===== config.mk =====
export PLATFORM = sky130hd
export DESIGN_NAME = alu_req_arbiter
export DESIGN_NICKNAME = d
export VERILOG_FILES = /design/src/rtl/alu_pkg.sv /design/src/rtl/rr_arbiter.sv /design/src/rtl/alu_req_arbiter.sv
export SDC_FILE = /design/constraint.sdc
export NUM_CORES = 1
export LEC_CHECK = 0
export CAP_MARGIN = 20
export CORE_MARGIN = 5
export CORE_UTILIZATION = 31
export DETAILED_ROUTE_END_ITERATION = 8
export PLACE_DENSITY = 0.86
export SYNTH_ARGS = -nofsm -noshare
export SYNTH_HDL_FRONTEND = slang
export SYNTH_HIERARCHICAL = 1
export SYNTH_SLANG_ARGS = --single-unit

===== constraint.sdc =====
create_clock -name clk -period 4.25 [get_ports clk]
set_input_delay 0.85 -clock clk [delete_from_list [all_inputs] [get_ports clk]]
set_output_delay 0.85 -clock clk [all_outputs]
set_load 0.02 [all_outputs]

===== src/rtl/alu_pkg.sv =====
// Shared definitions for the ALU request arbiter: opcodes, ALU pipeline depth and the
// issue tag carried alongside each operation while it is inside the ALU.
package alu_pkg;

    localparam logic [1:0] ALU_OP_ADD  = 2'b00;
    localparam logic [1:0] ALU_OP_SUB  = 2'b01;
    localparam logic [1:0] ALU_OP_INC  = 2'b10;
    localparam logic [1:0] ALU_OP_NONE = 2'b11;

    localparam int ALU_LATENCY = 2;

    // Wide enough for the largest supported requester count (8).
    localparam int TAG_ID_W = 3;

    typedef struct packed {
        logic                v;
        logic [TAG_ID_W-1:0] id;
    } tag_t;

endpackage


===== src/rtl/rr_arbiter.sv =====
// Round-robin one-hot arbiter: the search starts at ptr_i and the first active request wins.
module rr_arbiter #(
    parameter int N     = 4,
    parameter int IDX_W = $clog2(N)
) (
    input  logic [N-1:0]     req_i,
    input  logic [IDX_W-1:0] ptr_i,
    input  logic             en_i,
    output logic [N-1:0]     gnt_o,
    output logic [IDX_W-1:0] idx_o,
    output logic             found_o
);

    logic [IDX_W-1:0] cand_s;
    logic             hit_s;

    // Walk the candidates in priority order; only the first hit is kept
    always_comb begin
        gnt_o   = '0;
        idx_o   = '0;
        found_o = 1'b0;
        cand_s  = '0;
        hit_s   = 1'b0;
        for (int i = 0; i < N; i++) begin
            cand_s        = IDX_W'((int'(ptr_i) + i) % N);
            hit_s         = en_i & ~found_o & req_i[cand_s];
            gnt_o[cand_s] = gnt_o[cand_s] | hit_s;
            idx_o         = hit_s ? cand_s : idx_o;
            found_o       = found_o | hit_s;
        end
    end

endmodule


===== src/rtl/alu_req_arbiter.sv =====
// Shares one pipelined ALU among NUM_REQ requesters: round-robin issue, a tag pipe that tracks
// which requester owns each in-flight operation, and routing of the returning result.
module alu_req_arbiter #(
    parameter int NUM_REQ     = 4,
    parameter int DATA_WIDTH  = 8,
    parameter int SEL_WIDTH   = 2,
    parameter int ALU_LATENCY = alu_pkg::ALU_LATENCY
) (
    input  logic                                 clk,
    input  logic                                 rst_n,
    input  logic [NUM_REQ-1:0]                   req_valid_i,
    output logic [NUM_REQ-1:0]                   req_ready_o,
    input  logic [NUM_REQ*DATA_WIDTH-1:0]        req_data1_i,
    input  logic [NUM_REQ*DATA_WIDTH-1:0]        req_data2_i,
    input  logic [NUM_REQ*SEL_WIDTH-1:0]         req_sel_i,
    output logic                                 alu_valid_o,
    output logic [DATA_WIDTH-1:0]                alu_data1_o,
    output logic [DATA_WIDTH-1:0]                alu_data2_o,
    output logic [SEL_WIDTH-1:0]                 alu_sel_o,
    input  logic                                 alu_valid_i,
    input  logic [2*DATA_WIDTH-1:0]              alu_data_i,
    output logic [NUM_REQ-1:0]                   resp_valid_o,
    output logic [2*DATA_WIDTH-1:0]              resp_data_o,
    output logic [$clog2(ALU_LATENCY+1)-1:0]     inflight_o,
    output logic                                 err_o
);
    import alu_pkg::*;

    localparam int IDX_W = $clog2(NUM_REQ);
    localparam int CNT_W = $clog2(ALU_LATENCY + 1);

    logic [IDX_W-1:0] rr_ptr_q, rr_ptr_d;
    logic [CNT_W-1:0] drain_q, drain_d;
    logic [CNT_W-1:0] inflight_q, inflight_d;
    logic             err_q, err_d;
    tag_t             tag_q [ALU_LATENCY];
    tag_t             tag_d [ALU_LATENCY];

    logic [NUM_REQ-1:0] gnt_s;
    logic [IDX_W-1:0]   win_s;
    logic               issue_s;
    logic               arb_en_s;
    tag_t               tail_s;
    logic               chk_en_s;
    logic               ret_ok_s;

    // The ALU has no reset, so nothing is issued or trusted until its pipe has drained.
    assign arb_en_s = (drain_q == '0);

    rr_arbiter #(
        .N     (NUM_REQ),
        .IDX_W (IDX_W)
    ) u_rr_arbiter (
        .req_i   (req_valid_i),
        .ptr_i   (rr_ptr_q),
        .en_i    (arb_en_s),
        .gnt_o   (gnt_s),
        .idx_o   (win_s),
        .found_o (issue_s)
    );

    assign req_ready_o = gnt_s;
    assign alu_valid_o = issue_s;
    assign resp_data_o = alu_data_i;
    assign inflight_o  = inflight_q;
    assign err_o       = err_q;

    // Operand mux: the one-hot grant selects the winner's fields, all-zero when idle
    always_comb begin
        alu_data1_o = '0;
        alu_data2_o = '0;
        alu_sel_o   = '0;
        for (int k = 0; k < NUM_REQ; k++) begin
            alu_data1_o = alu_data1_o | ({DATA_WIDTH{gnt_s[k]}} & req_data1_i[k*DATA_WIDTH +: DATA_WIDTH]);
            alu_data2_o = alu_data2_o | ({DATA_WIDTH{gnt_s[k]}} & req_data2_i[k*DATA_WIDTH +: DATA_WIDTH]);
            alu_sel_o   = alu_sel_o   | ({SEL_WIDTH{gnt_s[k]}}  & req_sel_i[k*SEL_WIDTH +: SEL_WIDTH]);
        end
    end

    // Return path: match ALU valid against the tag pipe tail and steer the strobe
    always_comb begin
        tail_s       = tag_q[ALU_LATENCY-1];
        chk_en_s     = (drain_q == '0);
        ret_ok_s     = chk_en_s & alu_valid_i & tail_s.v;
        resp_valid_o = '0;
        for (int k = 0; k < NUM_REQ; k++) begin
            resp_valid_o[k] = ret_ok_s & (tail_s.id == TAG_ID_W'(k));
        end
    end

    // Next-state for pointer, drain, occupancy, sticky error and tag pipe
    always_comb begin
        rr_ptr_d = rr_ptr_q;
        if (issue_s) begin
            rr_ptr_d = (win_s == IDX_W'(NUM_REQ - 1)) ? '0 : win_s + IDX_W'(1);
        end else begin
            rr_ptr_d = rr_ptr_q;
        end

        drain_d = (drain_q != '0) ? drain_q - CNT_W'(1) : drain_q;

        // A valid/tag disagreement means the ALU and our bookkeeping have diverged.
        err_d = err_q | (chk_en_s & (alu_valid_i != tail_s.v));

        case ({issue_s, ret_ok_s})
            2'b10:   inflight_d = inflight_q + CNT_W'(1);
            2'b01:   inflight_d = inflight_q - CNT_W'(1);
            default: inflight_d = inflight_q;
        endcase

        tag_d[0].v  = issue_s;
        tag_d[0].id = TAG_ID_W'(win_s);
        for (int i = 1; i < ALU_LATENCY; i++) begin
            tag_d[i] = tag_q[i-1];
        end
    end

    // State registers
    always_ff @(posedge clk or negedge rst_n) begin
        if (!rst_n) begin
            rr_ptr_q   <= '0;
            drain_q    <= CNT_W'(ALU_LATENCY);
            inflight_q <= '0;
            err_q      <= 1'b0;
            for (int i = 0; i < ALU_LATENCY; i++) begin
                tag_q[i] <= '0;
            end
        end else begin
            rr_ptr_q   <= rr_ptr_d;
            drain_q    <= drain_d;
            inflight_q <= inflight_d;
            err_q      <= err_d;
            for (int i = 0; i < ALU_LATENCY; i++) begin
                tag_q[i] <= tag_d[i];
            end
        end
    end

endmodule


Yosys cells after proc, flatten, opt, wreduce, memory -nomap -nowiden
Cells that the tools add are included.
{"block": "totals", "ff_bits": 13, "inputBits": 95, "elab_cells": 118}
{"block": "op_classes", "add_sub_neg": 7, "magnitude_cmp": 8, "eq_ne": 7, "n_mux": 33, "n_bitwise": 47, "n_reduce_logical": 8}
{"op": "$and A8 B8 Y8", "n": 8}
{"op": "$or A8 B8 Y8", "n": 6}
{"op": "$bmux W1 S2", "n": 8}
{"op": "$and A1 B1 Y1", "n": 14}
{"op": "$bwmux W4", "n": 3}
{"op": "$lt A2 B3 Y1 const B", "n": 4}
{"op": "$mux W1", "n": 12}
{"op": "$mux W2", "n": 5}
{"op": "$and A2 B2 Y2", "n": 4}
{"op": "$demux W1 S2", "n": 4}
{"op": "$eq A2 B2 Y1 const B", "n": 4}
{"op": "$ge A2 B1 Y1 const B", "n": 4}
{"op": "$or A1 B1 Y1", "n": 8}
{"op": "$add A2 B1 Y2 const B", "n": 3}
{"op": "$or A2 B2 Y2", "n": 3}
{"op": "$add A2 B2 Y2 const B", "n": 2}
{"op": "$and A4 B4 Y4", "n": 1}
{"op": "$eq A2 B1 Y1 const B", "n": 2}
{"op": "$logic_and A1 B1 Y1", "n": 4}
{"op": "$pmux W2 S2", "n": 1}
{"op": "$reduce_bool A2 Y1", "n": 2}
{"op": "$sub A2 B1 Y2 const B", "n": 2}
{"op": "$logic_not A3 Y1", "n": 1}
{"op": "$not A1 Y1", "n": 3}
{"op": "other kinds (2)", "n": 2}

Depth between registers and ports, before layout
{"block": "depth", "ltp_word": 21, "ltp_mapped": 14, "mapped_depth_nobuf": 11}

Cells and area by module
The synthesis kept the hierarchy.
{"mod": "alu_req_arbiter", "instances": 1, "cells_each": 115, "area_each_um2": 1051.0, "seq_area_each_um2": 326.6}
{"mod": "rr_arbiter", "instances": 1, "cells_each": 95, "area_each_um2": 728.2, "seq_area_each_um2": 0.0}

Worst setup path after synthesis
Ideal clock, no wire load.
{"block": "synth_path", "path_kind": "register to output", "startpoint": "reg rr_ptr_q[0]", "endpoint": "out alu_data1_o[0]", "t_arrival_ps": 3457, "required_time_ps": 3400, "setup_slack_ps": -57, "path_stages_with_launch": 15, "n_path_buf": 4, "path_cell_list": "dfrtp_1 -> buf_6 -> inv_1 -> ha_1 -> buf_2 -> mux4_2 -> mux2_4 -> a22oi_1 -> o22ai_1 -> o31ai_4 -> a31oi_1 -> buf_6 -> buf_6 -> a22oi_1 -> nand2_1"}
{"block": "synth_between", "word_cells_on_any_way": 66, "classes_between": "3 x add/sub; 8 x order compare; 27 x mux; 24 x bitwise; 4 x reduce/logical"}
{"element": "start, declared", "line_no": "alu_req_arbiter.sv:32", "text": "logic [IDX_W-1:0] rr_ptr_q, rr_ptr_d;"}
{"element": "start signal, assigned", "line_no": "alu_req_arbiter.sv:129", "text": "rr_ptr_q <= rr_ptr_d;"}
{"element": "$lt A2 B3 Y1 (not written as such), or another cell as far along", "line_no": "rr_arbiter.sv:27", "text": "gnt_o[cand_s] = gnt_o[cand_s] | hit_s;"}
{"element": "$logic_and A1 B1 Y1 (not written as such) or $mux W1 (tied branches)", "line_no": "rr_arbiter.sv:27, rr_arbiter.sv:26"}
{"element": "$mux W1 (not written as such) or $and A1 B1 Y1 (tied branches)", "line_no": "rr_arbiter.sv:27, rr_arbiter.sv:26"}
{"element": "$demux W1 S2 or $or A1 B1 Y1 (tied branches)"}
{"element": "$and A4 B4 Y4 (no source line)"}
{"element": "$bmux W1 S2", "line_no": "rr_arbiter.sv:27"}
{"element": "$mux W1 (not written as such)", "line_no": "rr_arbiter.sv:27"}
{"element": "$or A1 B1 Y1", "line_no": "rr_arbiter.sv:27"}
{"element": "[... 4 more ...]"}
{"element": "$bwmux W4", "line_no": "rr_arbiter.sv:27"}
{"element": "$bmux W1 S2", "line_no": "rr_arbiter.sv:27"}
{"element": "$mux W1 (not written as such)", "line_no": "rr_arbiter.sv:27"}
{"element": "$or A1 B1 Y1", "line_no": "rr_arbiter.sv:27"}
{"element": "$bwmux W4 *", "line_no": "rr_arbiter.sv:27"}
{"element": "net req_ready_o[2]", "line_no": "alu_req_arbiter.sv:12", "text": "output logic [NUM_REQ-1:0] req_ready_o,"}
{"element": "$and A8 B8 Y8 *", "line_no": "alu_req_arbiter.sv:74", "text": "alu_data1_o = alu_data1_o | ({DATA_WIDTH{gnt_s[k]}} & req_data1_i[k*DATA_WIDTH +: DATA_WIDTH]);"}
{"element": "$or A8 B8 Y8 * (2 in a row)", "line_no": "alu_req_arbiter.sv:74"}
{"element": "end, declared", "line_no": "alu_req_arbiter.sv:17", "text": "output logic [DATA_WIDTH-1:0] alu_data1_o,"}
The timed path passes the listed nets; every way through them passes the cells marked *. The select of a mux whose other input is x is not followed.

Worst setup path after layout
{"block": "layout_path", "startpoint": "reg rr_ptr_q[0]", "endpoint": "out alu_data2_o[7]"}
{"block": "layout_between", "elab_chain_len": 21, "word_cells_on_any_way": 66, "classes_between": "3 x add/sub; 8 x order compare; 27 x mux; 24 x bitwise; 4 x reduce/logical"}
{"element": "$lt A2 B3 Y1 (not written as such), or another cell as far along", "line_no": "rr_arbiter.sv:27"}
{"element": "$logic_and A1 B1 Y1 (not written as such) or $mux W1 (tied branches)", "line_no": "rr_arbiter.sv:27, rr_arbiter.sv:26"}
{"element": "$mux W1 (not written as such) or $and A1 B1 Y1 (tied branches)", "line_no": "rr_arbiter.sv:27, rr_arbiter.sv:26"}
{"element": "$demux W1 S2 or $or A1 B1 Y1 (tied branches)"}
{"element": "$and A4 B4 Y4 (no source line)"}
{"element": "$bmux W1 S2", "line_no": "rr_arbiter.sv:27"}
{"element": "$mux W1 (not written as such)", "line_no": "rr_arbiter.sv:27"}
{"element": "$or A1 B1 Y1", "line_no": "rr_arbiter.sv:27"}
{"element": "[... 4 more ...]"}
{"element": "$bwmux W4", "line_no": "rr_arbiter.sv:27"}
{"element": "$bmux W1 S2", "line_no": "rr_arbiter.sv:27"}
{"element": "$mux W1 (not written as such)", "line_no": "rr_arbiter.sv:27"}
{"element": "$or A1 B1 Y1", "line_no": "rr_arbiter.sv:27"}
{"element": "$bwmux W4 *", "line_no": "rr_arbiter.sv:27"}
{"element": "$and A8 B8 Y8", "line_no": "alu_req_arbiter.sv:75", "text": "alu_data2_o = alu_data2_o | ({DATA_WIDTH{gnt_s[k]}} & req_data2_i[k*DATA_WIDTH +: DATA_WIDTH]);"}
{"element": "$or A8 B8 Y8 (2 in a row)", "line_no": "alu_req_arbiter.sv:75"}
{"element": "$or A8 B8 Y8 *", "line_no": "alu_req_arbiter.sv:75"}
{"element": "end, declared", "line_no": "alu_req_arbiter.sv:18", "text": "output logic [DATA_WIDTH-1:0] alu_data2_o,"}
Every way passes the cells marked *; elsewhere a longest branch is shown, timed or not. The select of a mux whose other input is x is not followed.

==> out/results.tsv <==
metric	value	unit
status	finished, violations left	
failing checks	setup timing	
Skew-Pair Late Insertion Delay	230	ps
worst flop-to-flop path endpoint	inflight_o[1]	
Yosys reg bits	13	
Fmax	230	MHz
CP max FO	7	
Avg Cell Area, Syn	8.47	sq um
most frequent cells in the layout	clkdlybuf4s50_1, buf_4, a22oi_2	
final cell count without fillers	423	
gr usage total	0.213	
Syn Nets	313	
vias per cell	5.51	
Post-DRT Antenna Nets	0	
length of the first detailed-routing pass in iterations	4	
hold_buf cts	0	
worst setup path endpoint	alu_data2_o[7]	
IO buf count	108	
worst path required time	3400	ps
DR top layer	met4	
share of the synthesized area in the top cell type	0.169	
Post-synth EDFFs	0	
HP Class	reg -> reg	
cell taking the most area after synthesis	dfrtp_1	
WP data arrival	3490	ps
min Tclk post-route	4340	ps
pin count of the biggest net entering global routing	14	
Final Hold Violating Endpoints	0	
Die Y	85.8	microns
CTS tree	built	
met2 wire len	4550	microns
CTS clock-pin slew for the worst setup and hold paths	50	ps
Setup TNS Final	-743	ps
Iter 0 DRT Violations	118	
I/O pin cnt	141	
htree depth	1	
Final Wtd Congestion	0.913	
Synth Instances	210	
hold_ws	347	ps
top post-synthesis cells by area	dfrtp_1, a22oi_1, buf_4, buf_6, nand2_1	
vias in the first global route	2494	
Via Count	2331	
Max Slew Vio Count	0	
final worst slack	-89.1	ps
Reg-to-Reg Start	rr_ptr_q[0]	
Num CTS Buffers	3	
CP startpoint	rr_ptr_q[0]	
Die X	85.8	microns
metal3 WL	640	microns
Layout Skew	1.04	ps
commonest non-fill, non-tap cell in the layout	clkdlybuf4s50_1	
hpwl dp	5690	microns
synth-to-layout area growth	109	%
core area	5540	sq um
total gr overflow	0	
Max Root-Sink Buffers	2	
wire length on met1	3040	microns
Critical Path Source Type	flip-flop	
Final nets	455	
RSZ-0062 raised after global routing	yes	
Rows	27	
R2R depth	13	
CTS Root Cell	clkbuf_8	
Mapped Area	1780	sq um
Inst Count DP	406	
first-pass GRT wire length	12700	microns
drc violations	0	
register area share after synthesis	0.184	
initial antenna violation count	0	
final worst-path cycle share	1.02	
Crit. End Element	primary output	
Cell variety after synth	43	
# diodes	0	
DR WL/cell	20.2	microns
post-placement setup slack	-842	ps
worst-margin pin slew	562	ps
async set or reset register ratio after synthesis	1.00	
Most used DFF post-synth	dfrtp_1	
share of cells above drive strength 1	0.499	
die area	7350	sq um
Final setup viols	18	
final WL	8530	microns
Worst R2R Setup Slack	1450	ps
CTS Sinks	13	
maxcap violations	0	
Slew HR	0.624	
yosys warns	6	
critical path class	reg -> out	
initial core utilization	0.321	
[per-stage QoR]
stage | util | cell area [sq um]
after floorplan | - | 1900
after global placement | 0.580 | 3220
after detailed placement | 0.580 | 3220
after CTS | 0.687 | 3810
after global routing | 0.672 | 3720
final | 0.672 | 3720
[synth_stat cells, types with 2 or more instances]
cell type	count
a211oi_1	3
xnor2_1	3
o21ai_0	3
buf_4	16
mux2i_1	3
a22oi_1	38
nor2b_1	7
nand2_1	27
a21oi_1	3
a31oi_1	4
a221oi_1	6
buf_6	10
mux2_2	4
nand2b_1	2
dfrtp_1	12
a221oi_2	2
nor3_1	5
clkbuf_1	4
mux4_2	4
o31ai_1	2
ha_1	8
xor2_1	2
a221o_1	2
inv_1	9
nor3b_1	2
nor2_1	12
[critical path: stages, from the launching register on]
cell and delay (ps):
dfrtp_1 380, inv_2 70, ha_4 280, mux4_2 560
mux2_4 350, a22oi_2 230, o22ai_2 110, o31ai_4 270
buf_12 140, buf_6 100, buf_6 90, a31oi_4 100
buf_6 170, a22oi_2 180, nand2_1 90, buf_6 140
[repair_timing]
item | in CTS | in global routing
setup buffers | 14 | 2
gates resized for setup | 197 | 20
cloned | 5 | 1
endpoints found under the setup margin | 22 | 22
pin swaps | 27 | 44
[area by class of cell]
cell class	instances	area (sq um)
Timing Repair Buffer	168	1660
Multi-Input combinational cell	156	1570
Sequential cell	13	327
Clock buffer	4	45.0
Inverter	10	37.5
Tap cell	72	90.1
Fill cell	387	1820
[cells by family after synthesis]
family | Yosys count | synth area share
AOI/OAI and AO/OA | 71 | 0.316
xor gates and xnor gates | 5 | 0.0246
adders and majority gates | 8 | 0.0563
buffers and inverters | 41 | 0.163
DFF | 13 | 0.184
muxes | 12 | 0.101
and+or+nand+nor | 60 | 0.155
[state kept, by name, indices dropped and copies added, names as in the netlist]
signal,cells
err_o,1
inflight_o,2
rr_ptr_q,2
tag_q,3
drain_q,2
tag_d,3
[metal layers]
layer / track usage / vias to the layer above
met5: 0 / -
li1: - / 1059
met1: 0.224 / 1112
met2: 0.424 / 136
met4: 0.0734 / 0
met3: 0.0327 / 24
[worst min-delay path by stage]
stage          cells past startpoint     start  slack [ps]       end
5_1_grt                            0  tag_d[3]         360  tag_q[3]
3_3_place_gp                       0  tag_d[0]         330  tag_q[0]
6_report                           0  tag_d[3]         350  tag_q[3]
3_5_place_dp                       0  tag_d[3]         330  tag_q[3]
2_1_floorplan                      0  tag_d[0]         330  tag_q[0]
4_1_cts                            0  tag_d[3]         350  tag_q[3]
Power is not shown: default switching activity piles up to over one toggle a cycle in this logic, so the estimate is an artifact.
